===== config.mk =====
export PLATFORM = sky130hd
export DESIGN_NAME = instruction_queue
export DESIGN_NICKNAME = d
export VERILOG_FILES = /design/src/rtl/instr_pkg.sv /design/src/rtl/instr_field_decode.sv /design/src/rtl/instruction_queue.sv
export SDC_FILE = /design/constraint.sdc
export NUM_CORES = 1
export LEC_CHECK = 0
export ABC_AREA = 1
export CAP_MARGIN = 20
export CORE_ASPECT_RATIO = 0.7
export CORE_MARGIN = 10
export CORE_UTILIZATION = 45
export CTS_CLUSTER_DIAMETER = 120
export DETAILED_ROUTE_END_ITERATION = 6
export GPL_ROUTABILITY_DRIVEN = 0
export PLACE_DENSITY = 0.79
export SYNTH_ARGS = -nofsm -noshare
export SYNTH_HDL_FRONTEND = slang
export SYNTH_SLANG_ARGS = --single-unit

===== constraint.sdc =====
create_clock -name clk -period 2.4 [get_ports clk]
set_clock_uncertainty 0.1 [all_clocks]
set_input_delay 0.48 -clock clk [delete_from_list [all_inputs] [get_ports clk]]
set_output_delay 0.48 -clock clk [all_outputs]
set_load 0.05 [all_outputs]

===== src/rtl/instr_pkg.sv =====
// ----------------------------------------------------------------------------
// instr_pkg
// Purpose : Shared MIPS instruction-format definitions.
//           - bit positions of the R/I/J fields within a 32-bit word
//           - the opcode constants used to classify the instruction format
//           - a small helper that classifies an opcode as a J-format jump
// Ports   : none (package)
// ----------------------------------------------------------------------------
package instr_pkg;

  // Field bit positions within a 32-bit MIPS instruction word
  localparam int OP_HI  = 31;
  localparam int OP_LO  = 26;
  localparam int RS_HI  = 25;
  localparam int RS_LO  = 21;
  localparam int RT_HI  = 20;
  localparam int RT_LO  = 16;
  localparam int RD_HI  = 15;
  localparam int RD_LO  = 11;
  localparam int SH_HI  = 10;
  localparam int SH_LO  = 6;
  localparam int FN_HI  = 5;
  localparam int FN_LO  = 0;
  localparam int IMM_HI = 15;
  localparam int IMM_LO = 0;
  localparam int TGT_HI = 25;
  localparam int TGT_LO = 0;

  // Opcode constants
  localparam logic [5:0] OP_RTYPE = 6'h00;
  localparam logic [5:0] OP_J     = 6'h02;
  localparam logic [5:0] OP_JAL   = 6'h03;

  // J-format covers both the plain jump and jump-and-link
  function automatic logic is_jump_op(input logic [5:0] op);
    return (op == OP_J) || (op == OP_JAL);
  endfunction

endpackage


===== src/rtl/instr_field_decode.sv =====
// ----------------------------------------------------------------------------
// instr_field_decode
// Purpose : Pure combinational split of one 32-bit MIPS instruction word into
//           its R/I/J fields plus format flags. Intended for reuse by later
//           pipeline stages, so it holds no state and no qualifier logic.
// Ports   :
//   instr      in   32  instruction word
//   opcode     out  6   [31:26]
//   rs/rt/rd   out  5   [25:21] / [20:16] / [15:11]
//   shamt      out  5   [10:6]
//   funct      out  6   [5:0]
//   immediate  out  16  [15:0]
//   target     out  26  [25:0]
//   is_rtype   out  1   opcode == OP_RTYPE
//   is_jtype   out  1   opcode == OP_J or OP_JAL
// ----------------------------------------------------------------------------
module instr_field_decode
  import instr_pkg::*;
(
  input  logic [31:0] instr,
  output logic [5:0]  opcode,
  output logic [4:0]  rs,
  output logic [4:0]  rt,
  output logic [4:0]  rd,
  output logic [4:0]  shamt,
  output logic [5:0]  funct,
  output logic [15:0] immediate,
  output logic [25:0] target,
  output logic        is_rtype,
  output logic        is_jtype
);

  assign opcode    = instr[OP_HI:OP_LO];
  assign rs        = instr[RS_HI:RS_LO];
  assign rt        = instr[RT_HI:RT_LO];
  assign rd        = instr[RD_HI:RD_LO];
  assign shamt     = instr[SH_HI:SH_LO];
  assign funct     = instr[FN_HI:FN_LO];
  assign immediate = instr[IMM_HI:IMM_LO];
  assign target    = instr[TGT_HI:TGT_LO];

  assign is_rtype  = (opcode == OP_RTYPE);
  assign is_jtype  = is_jump_op(opcode);

endmodule


===== src/rtl/instruction_queue.sv =====
// ----------------------------------------------------------------------------
// instruction_queue
// Purpose : DEPTH-entry FIFO of fetched MIPS instructions, each tagged with its
//           PC, between fetch and decode. valid/ready on both sides, synchronous
//           flush (for redirects) with priority over push/pop. The head entry is
//           presented pre-split into R/I/J fields and format flags.
// Ports   :
//   clk        in   1        rising-edge clock
//   rst_n      in   1        asynchronous active-low reset
//   flush      in   1        synchronous discard of all entries
//   in_valid   in   1        fetch offers {in_pc, in_instr}
//   in_ready   out  1        !full (state only, no path from out_ready)
//   in_instr   in   INSTR_W  fetched instruction word
//   in_pc      in   PC_W     PC of in_instr
//   out_valid  out  1        !empty
//   out_ready  in   1        decode consumes head this cycle
//   out_instr  out  INSTR_W  head instruction word
//   out_pc     out  PC_W     head PC tag
//   opcode..target, is_rtype, is_jtype : combinational fields of head word
//   count      out  PTR_W+1  number of valid entries, 0..DEPTH
// ----------------------------------------------------------------------------
module instruction_queue
  import instr_pkg::*;
#(
  parameter int INSTR_W = 32,
  parameter int PC_W    = 32,
  parameter int DEPTH   = 4
) (
  input  logic                       clk,
  input  logic                       rst_n,
  input  logic                       flush,
  input  logic                       in_valid,
  output logic                       in_ready,
  input  logic [INSTR_W-1:0]         in_instr,
  input  logic [PC_W-1:0]            in_pc,
  output logic                       out_valid,
  input  logic                       out_ready,
  output logic [INSTR_W-1:0]         out_instr,
  output logic [PC_W-1:0]            out_pc,
  output logic [5:0]                 opcode,
  output logic [4:0]                 rs,
  output logic [4:0]                 rt,
  output logic [4:0]                 rd,
  output logic [4:0]                 shamt,
  output logic [5:0]                 funct,
  output logic [15:0]                immediate,
  output logic [25:0]                target,
  output logic                       is_rtype,
  output logic                       is_jtype,
  output logic [$clog2(DEPTH):0]     count
);

  localparam int PTR_W = $clog2(DEPTH);
  localparam logic [PTR_W-1:0] PTR_ONE   = PTR_W'(1);
  localparam logic [PTR_W:0]   CNT_ONE   = (PTR_W+1)'(1);
  localparam logic [PTR_W:0]   CNT_DEPTH = (PTR_W+1)'(DEPTH);

  logic [INSTR_W-1:0] instr_mem_reg [DEPTH];
  logic [PC_W-1:0]    pc_mem_reg    [DEPTH];

  logic [PTR_W-1:0] wr_ptr_reg, wr_ptr_next;
  logic [PTR_W-1:0] rd_ptr_reg, rd_ptr_next;
  logic [PTR_W:0]   count_reg,  count_next;

  logic full;
  logic empty;
  logic push;
  logic pop;

  assign full      = (count_reg == CNT_DEPTH);
  assign empty     = (count_reg == '0);
  assign in_ready  = !full;
  assign out_valid = !empty;
  assign count     = count_reg;

  // Flush suppresses both handshakes so neither pointer nor storage moves
  assign push = in_valid  && !full  && !flush;
  assign pop  = out_ready && !empty && !flush;

  always_comb begin
    wr_ptr_next = wr_ptr_reg;
    rd_ptr_next = rd_ptr_reg;
    count_next  = count_reg;
    if (flush) begin
      wr_ptr_next = '0;
      rd_ptr_next = '0;
      count_next  = '0;
    end else begin
      if (push) wr_ptr_next = wr_ptr_reg + PTR_ONE;
      if (pop)  rd_ptr_next = rd_ptr_reg + PTR_ONE;
      case ({push, pop})
        2'b10:   count_next = count_reg + CNT_ONE;
        2'b01:   count_next = count_reg - CNT_ONE;
        default: count_next = count_reg;
      endcase
    end
  end

  always_ff @(posedge clk or negedge rst_n) begin
    if (!rst_n) begin
      wr_ptr_reg <= '0;
      rd_ptr_reg <= '0;
      count_reg  <= '0;
    end else begin
      wr_ptr_reg <= wr_ptr_next;
      rd_ptr_reg <= rd_ptr_next;
      count_reg  <= count_next;
    end
  end

  // One register slot per entry; only the slot under the write pointer loads.
  // Flush leaves contents intact since the pointers alone define validity.
  for (genvar gi = 0; gi < DEPTH; gi++) begin : g_entry
    always_ff @(posedge clk or negedge rst_n) begin
      if (!rst_n) begin
        instr_mem_reg[gi] <= '0;
        pc_mem_reg[gi]    <= '0;
      end else if (push && (wr_ptr_reg == PTR_W'(gi))) begin
        instr_mem_reg[gi] <= in_instr;
        pc_mem_reg[gi]    <= in_pc;
      end
    end
  end

  // No bypass: the head is always read from storage
  assign out_instr = instr_mem_reg[rd_ptr_reg];
  assign out_pc    = pc_mem_reg[rd_ptr_reg];

  instr_field_decode u_decode (
    .instr     (out_instr[31:0]),
    .opcode    (opcode),
    .rs        (rs),
    .rt        (rt),
    .rd        (rd),
    .shamt     (shamt),
    .funct     (funct),
    .immediate (immediate),
    .target    (target),
    .is_rtype  (is_rtype),
    .is_jtype  (is_jtype)
  );

endmodule


Word level (Yosys, flattened, before mapping)
Cells that the tools add are included.

word-level totals
  register bits = 263
  input bits = 69
  output and inout port bits = 145
  logic and storage cells = 55

cells by class
  add/sub/neg operators = 4
  $lt $le $gt $ge = 1
  equality and inequality tests = 8
  muxes and demuxes = 12
  bitwise operators = 1
  reductions and logical operators = 18

operators with widths
  kind                                                                    number
  32-bit binary-select mux with 2-bit select                              2
  32-bit two-way mux                                                      4
  6-bit by 2-bit equality test with 1-bit output (second input constant)  2
  1-bit logical AND                                                       8
  2-bit two-way mux                                                       4
  2-bit equality test (second input constant)                             3
  6-bit zero test                                                         1
  3-bit case mux with 2 select lines                                      1
  2-bit by 1-bit adder with 2-bit output (second input constant)          2
  2-bit by 1-bit equality test with 1-bit output (second input constant)  2
  2-bit nonzero test                                                      2
  3-bit by 1-bit adder with 3-bit output (second input constant)          1
  3-bit equality test (second input constant)                             1
  3-bit greater-or-equal comparator (second input constant)               1
  1-bit zero test                                                         3
  3-bit zero test                                                         1
  3-bit two-way mux                                                       1
  2-bit inverter with 3-bit output                                        1
  3-bit nonzero test                                                      1
  3-bit by 1-bit subtractor with 3-bit output (second input constant)     1
  2-bit zero test                                                         1
  1-bit logical OR                                                        1

Logic depth before layout (Yosys ltp)
  depth in word-level cells = 7
  mapped depth = 13
  depth with buffers taken out = 13

Hierarchy
From an unflattened synthesis, not the netlist that was laid out.

second synthesis, totals
  cells, all modules = 1393
  area, all modules = 12764.7 µm²

by module, submodules not included
  module              times used  cells each  area an instance (µm²)  seq. area each (µm²)
  instruction_queue   1           1312        12180.4                 6581.3
  instr_field_decode  1           81          584.3                   0.0

Worst setup path before layout
Ideal clock, no wire load.

  kind = register to output
  start point = reg rd_ptr_reg[0]
  end point = out immediate[0]
  arrival = 2.272 ns
  data required time = 1.820 ns
  slack = -0.452 ns
  stages on the path, launching flop included = 9
  path buffers = 5
  cell sequence = dfrtp_1 -> buf_6 -> inv_2 -> buf_6 -> buf_6 -> buf_2 -> nor2_1 -> o22ai_1 -> buf_4

on the way
  word-level cells in the longest chain between the ends = 4

ends and longest elaborated chain
  what                                                    line                      RTL
  start, declared                                         instruction_queue.sv:62   logic [PTR_W-1:0] rd_ptr_reg, rd_ptr_next;
  start signal, assigned                                  instruction_queue.sv:106  rd_ptr_reg <= rd_ptr_next;
  2-bit inverter with 3-bit output (implied by the code)  instruction_queue.sv:126  assign out_instr = instr_mem_reg[rd_ptr_reg];
  32-bit binary-select mux with 2-bit select              instruction_queue.sv:126
  32-bit two-way mux (implied by the code) (2 in series)  instruction_queue.sv:126
  end, declared                                           instruction_queue.sv:46   output logic [15:0] immediate,

Every way passes these cells. The select of a mux whose other input is x is not followed.

Worst setup path after layout
  start point = reg rd_ptr_reg[1]
  end point = out is_rtype

on the way
  word-level cells in the longest chain between the ends = 5

ends and longest elaborated chain
  what                                                    line                      RTL
  2-bit inverter with 3-bit output (implied by the code)  instruction_queue.sv:126
  32-bit binary-select mux with 2-bit select              instruction_queue.sv:126
  32-bit two-way mux (implied by the code) (2 in series)  instruction_queue.sv:126
  6-bit zero test                                         instr_field_decode.sv:42  assign is_rtype = (opcode == OP_RTYPE);
  end, declared                                           instruction_queue.sv:48   output logic is_rtype,

Every way passes these cells. The select of a mux whose other input is x is not followed.

==> out/metrics.yaml <==
sta:
  timing.final.ws_setup_ns: -0.328
  finalSetupViolCount: 140
  fin_crit_sh: 1.14
  worst_hold_slack_ns: 0.382
  max_freq_mhz: 367
  period_needed_ns: 2.73
  final-max-slew-violation-count: 0
  finalHoldViolations: 0
  fin_setup_tns_ns: -25.66
  tightest_slew_ns: 0.587
  relSlewSlack: 0.608
  rsz0062_at_grt: "yes"
drt:
  vias: 10325
  via_per_inst: 5.37
  top_layer_used: "met5"
  wl_per_cell_um: 18.1
  drt_first_pass_iters: 5
  wl_met2_mm: 16.6
  drc_errors: 0
  drt_first_iter_violations: 913
  totalWireLength_mm: 34.7
  met3_length_mm: 2.79
  antenna_left: 0
  wirelength_met1_mm: 14.7
die:
  num_io_pins: 214
  start_util: 0.457
  die-area_um2: 34200
  core_um2: 26700
  die_w_um: 217
  row_count: 50
  die_y_um: 158
critical_path:
  cp_data_arrival_time_ns: 2.15
  timing.critical_path.mode_cell: "buf_12"
  max_stage_delay_ns: 0.52
  required_ns: 1.82
  cp_max_fo: 28
  startpoint_type: "register"
  worstReg2RegStart: "count[1]"
  slowest_stage: "dfrtp_2"
  criticalPathCategory: "register to primary output"
  critPathLaunch: "rd_ptr_reg[1]"
  end_kind: "primary output"
  crit_chain: "buf_12 > nand3_1 > nand2_2 > nand4_1 > nor2_2 > buf_12"
clock_tree:
  htreeDepth: 1
  clock_latency_ns: 0.54
  clkSlewWorstSetupHoldPaths_ns: 0.07
  clock_path_buffers: 3
  cts_tree: "done"
  cts_buffers: 26
  clkSinkCount: 263
  root_buffer: "clkbuf_16"
synth:
  synthCells: 1408
  synth_top_area_share: 0.539
  synthFlopType: "dfrtp_1"
  synth_common_cells: "307 x nand2_1, 263 x dfrtp_1, 249 x o21ai_0"
  syn_avg_cell_area_um2: 8.68
  synth_area_um2: 12200
  yosysWarnings: 0
  post-synth-top-count-cell: "nand2_1"
  synth_edf_count: 0
  ys_seq_area_frac: 0.539
  synth_top_area_cell: "dfrtp_1"
  ys_seq_elements: 263
  async_flop_share: 1.00
  syn_nets: 1482
  synth.area.top_cells: "dfrtp_1 54%, o21ai_0 10%, nand2_1 9.4%, buf_4 5.8%, o21ai_1 5.2%"
  yosys.cell_types.count: 24
finish:
  drive_gt1_frac: 0.208
  multiInputGateArea_um2: 4630
  synthToLayoutAreaGrowth_pct: 42.0
  fillers: 2007
  finalNetCount: 1616
  seq_area_um2: 6590
job:
  maxCapViolCount: 0
run_status:
  status: "finished, violations left"
  violations: "setup timing"
placement:
  dp_hpwl_mm: 22.6
  io_buffers: 213
global_route:
  grt_max_degree: 101
  antenna_found_initial: 3
  grt_pass1_wl_mm: 55.2
  grt_usage: 0.196
  grt-ovfl-total: 0
  grt_pass1_vias: 10078
hold_path:
  hp-class: "register to register"
  worstHoldStart: "pc_mem_reg[43]"
[stage by stage]
step | instance area, um^2 | util | setup WS [ns] | cells
floorplan | 12600 | - | 0.00430 | 1408
global placement | 15900 | 0.594 | 0.132 | 1853
detailed placement | 15900 | 0.594 | 0.113 | 1853
CTS | 17200 | 0.644 | -0.299 | 1916
global route | 17300 | 0.649 | -0.381 | 1921
finish | 17300 | 0.649 | -0.328 | 1921
[worst max-delay path: cells and delay by family, from the launching register on]
family / cells / cell delay, ns
simple gates: 4 / 0.65
flops: 1 / 0.52
buf+inv: 2 / 0.39
[cells in the final DEF, fill, tap and decap left out, types with 5 or more instances in the layout]
cell | synthesis | routed
nand2_1 | 307 | 299
dfrtp_1 | 263 | 261
o21ai_0 | 249 | 214
buf_12 | 0 | 174
o21ai_1 | 128 | 161
nor2_1 | 119 | 113
inv_1 | 79 | 72
clkdlybuf4s50_1 | 0 | 67
o22ai_4 | 0 | 26
clkbuf_16 | 0 | 26
o22ai_2 | 0 | 21
buf_4 | 94 | 19
o22ai_1 | 58 | 11
nand3_1 | 12 | 11
nand2_2 | 5 | 9
buf_6 | 31 | 8
nor2_2 | 1 | 6
clkbuf_1 | 24 | 6
dlygate4sd2_1 | 0 | 5
[area by class of cell]
class,count,area share
diodes,1,0.000144
clock buffers,36,0.0420
clock inverters,6,0.00563
inverters,81,0.0191
multi-input cells,892,0.267
flip-flops and latches,263,0.380
well taps,364,0.0263
repair buffers,277,0.260
repair inverters,1,0.000216
[final timing paths]
kind	slack, ns	depth (start not counted)	end
worst min-delay path	0.38	2	pc_mem_reg[43]
worst max-delay path	-0.33	6	is_rtype
worst max register to register	0.37	13	count[2]
min in group asynchronous	0.43	2	pc_mem_reg[72]
worst min register to register	0.38	2	pc_mem_reg[43]
max in group asynchronous	1.11	3	instr_mem_reg[107]
[per-layer routing]
layer | vias up | GRT usage
met1 | 5077 | 0.264
met4 | 2 | 0.0395
li1 | 4819 | -
met5 | - | 0
met3 | 55 | 0.0456
met2 | 372 | 0.318
[what timing repair did]
action                                  CTS  global route
setup buffers                            17             4
hold buffers                              1             0
cloned                                    3             0
endpoints found under the setup margin  145           140
pin swaps                                20            11
gates resized for setup                  84            18
endpoints found under the hold margin    60             0
[cells by family after synthesis]
logic type      after synthesis  synth area share
compound gates              440             0.186
xor+xnor                      1          0.000717
fa+ha+maj                     5           0.00574
buf+inv                     253             0.128
flops                       263             0.539
simple gates                446             0.140
Power is not shown: default switching activity piles up to over one toggle a cycle in this logic, so the estimate is an artifact.
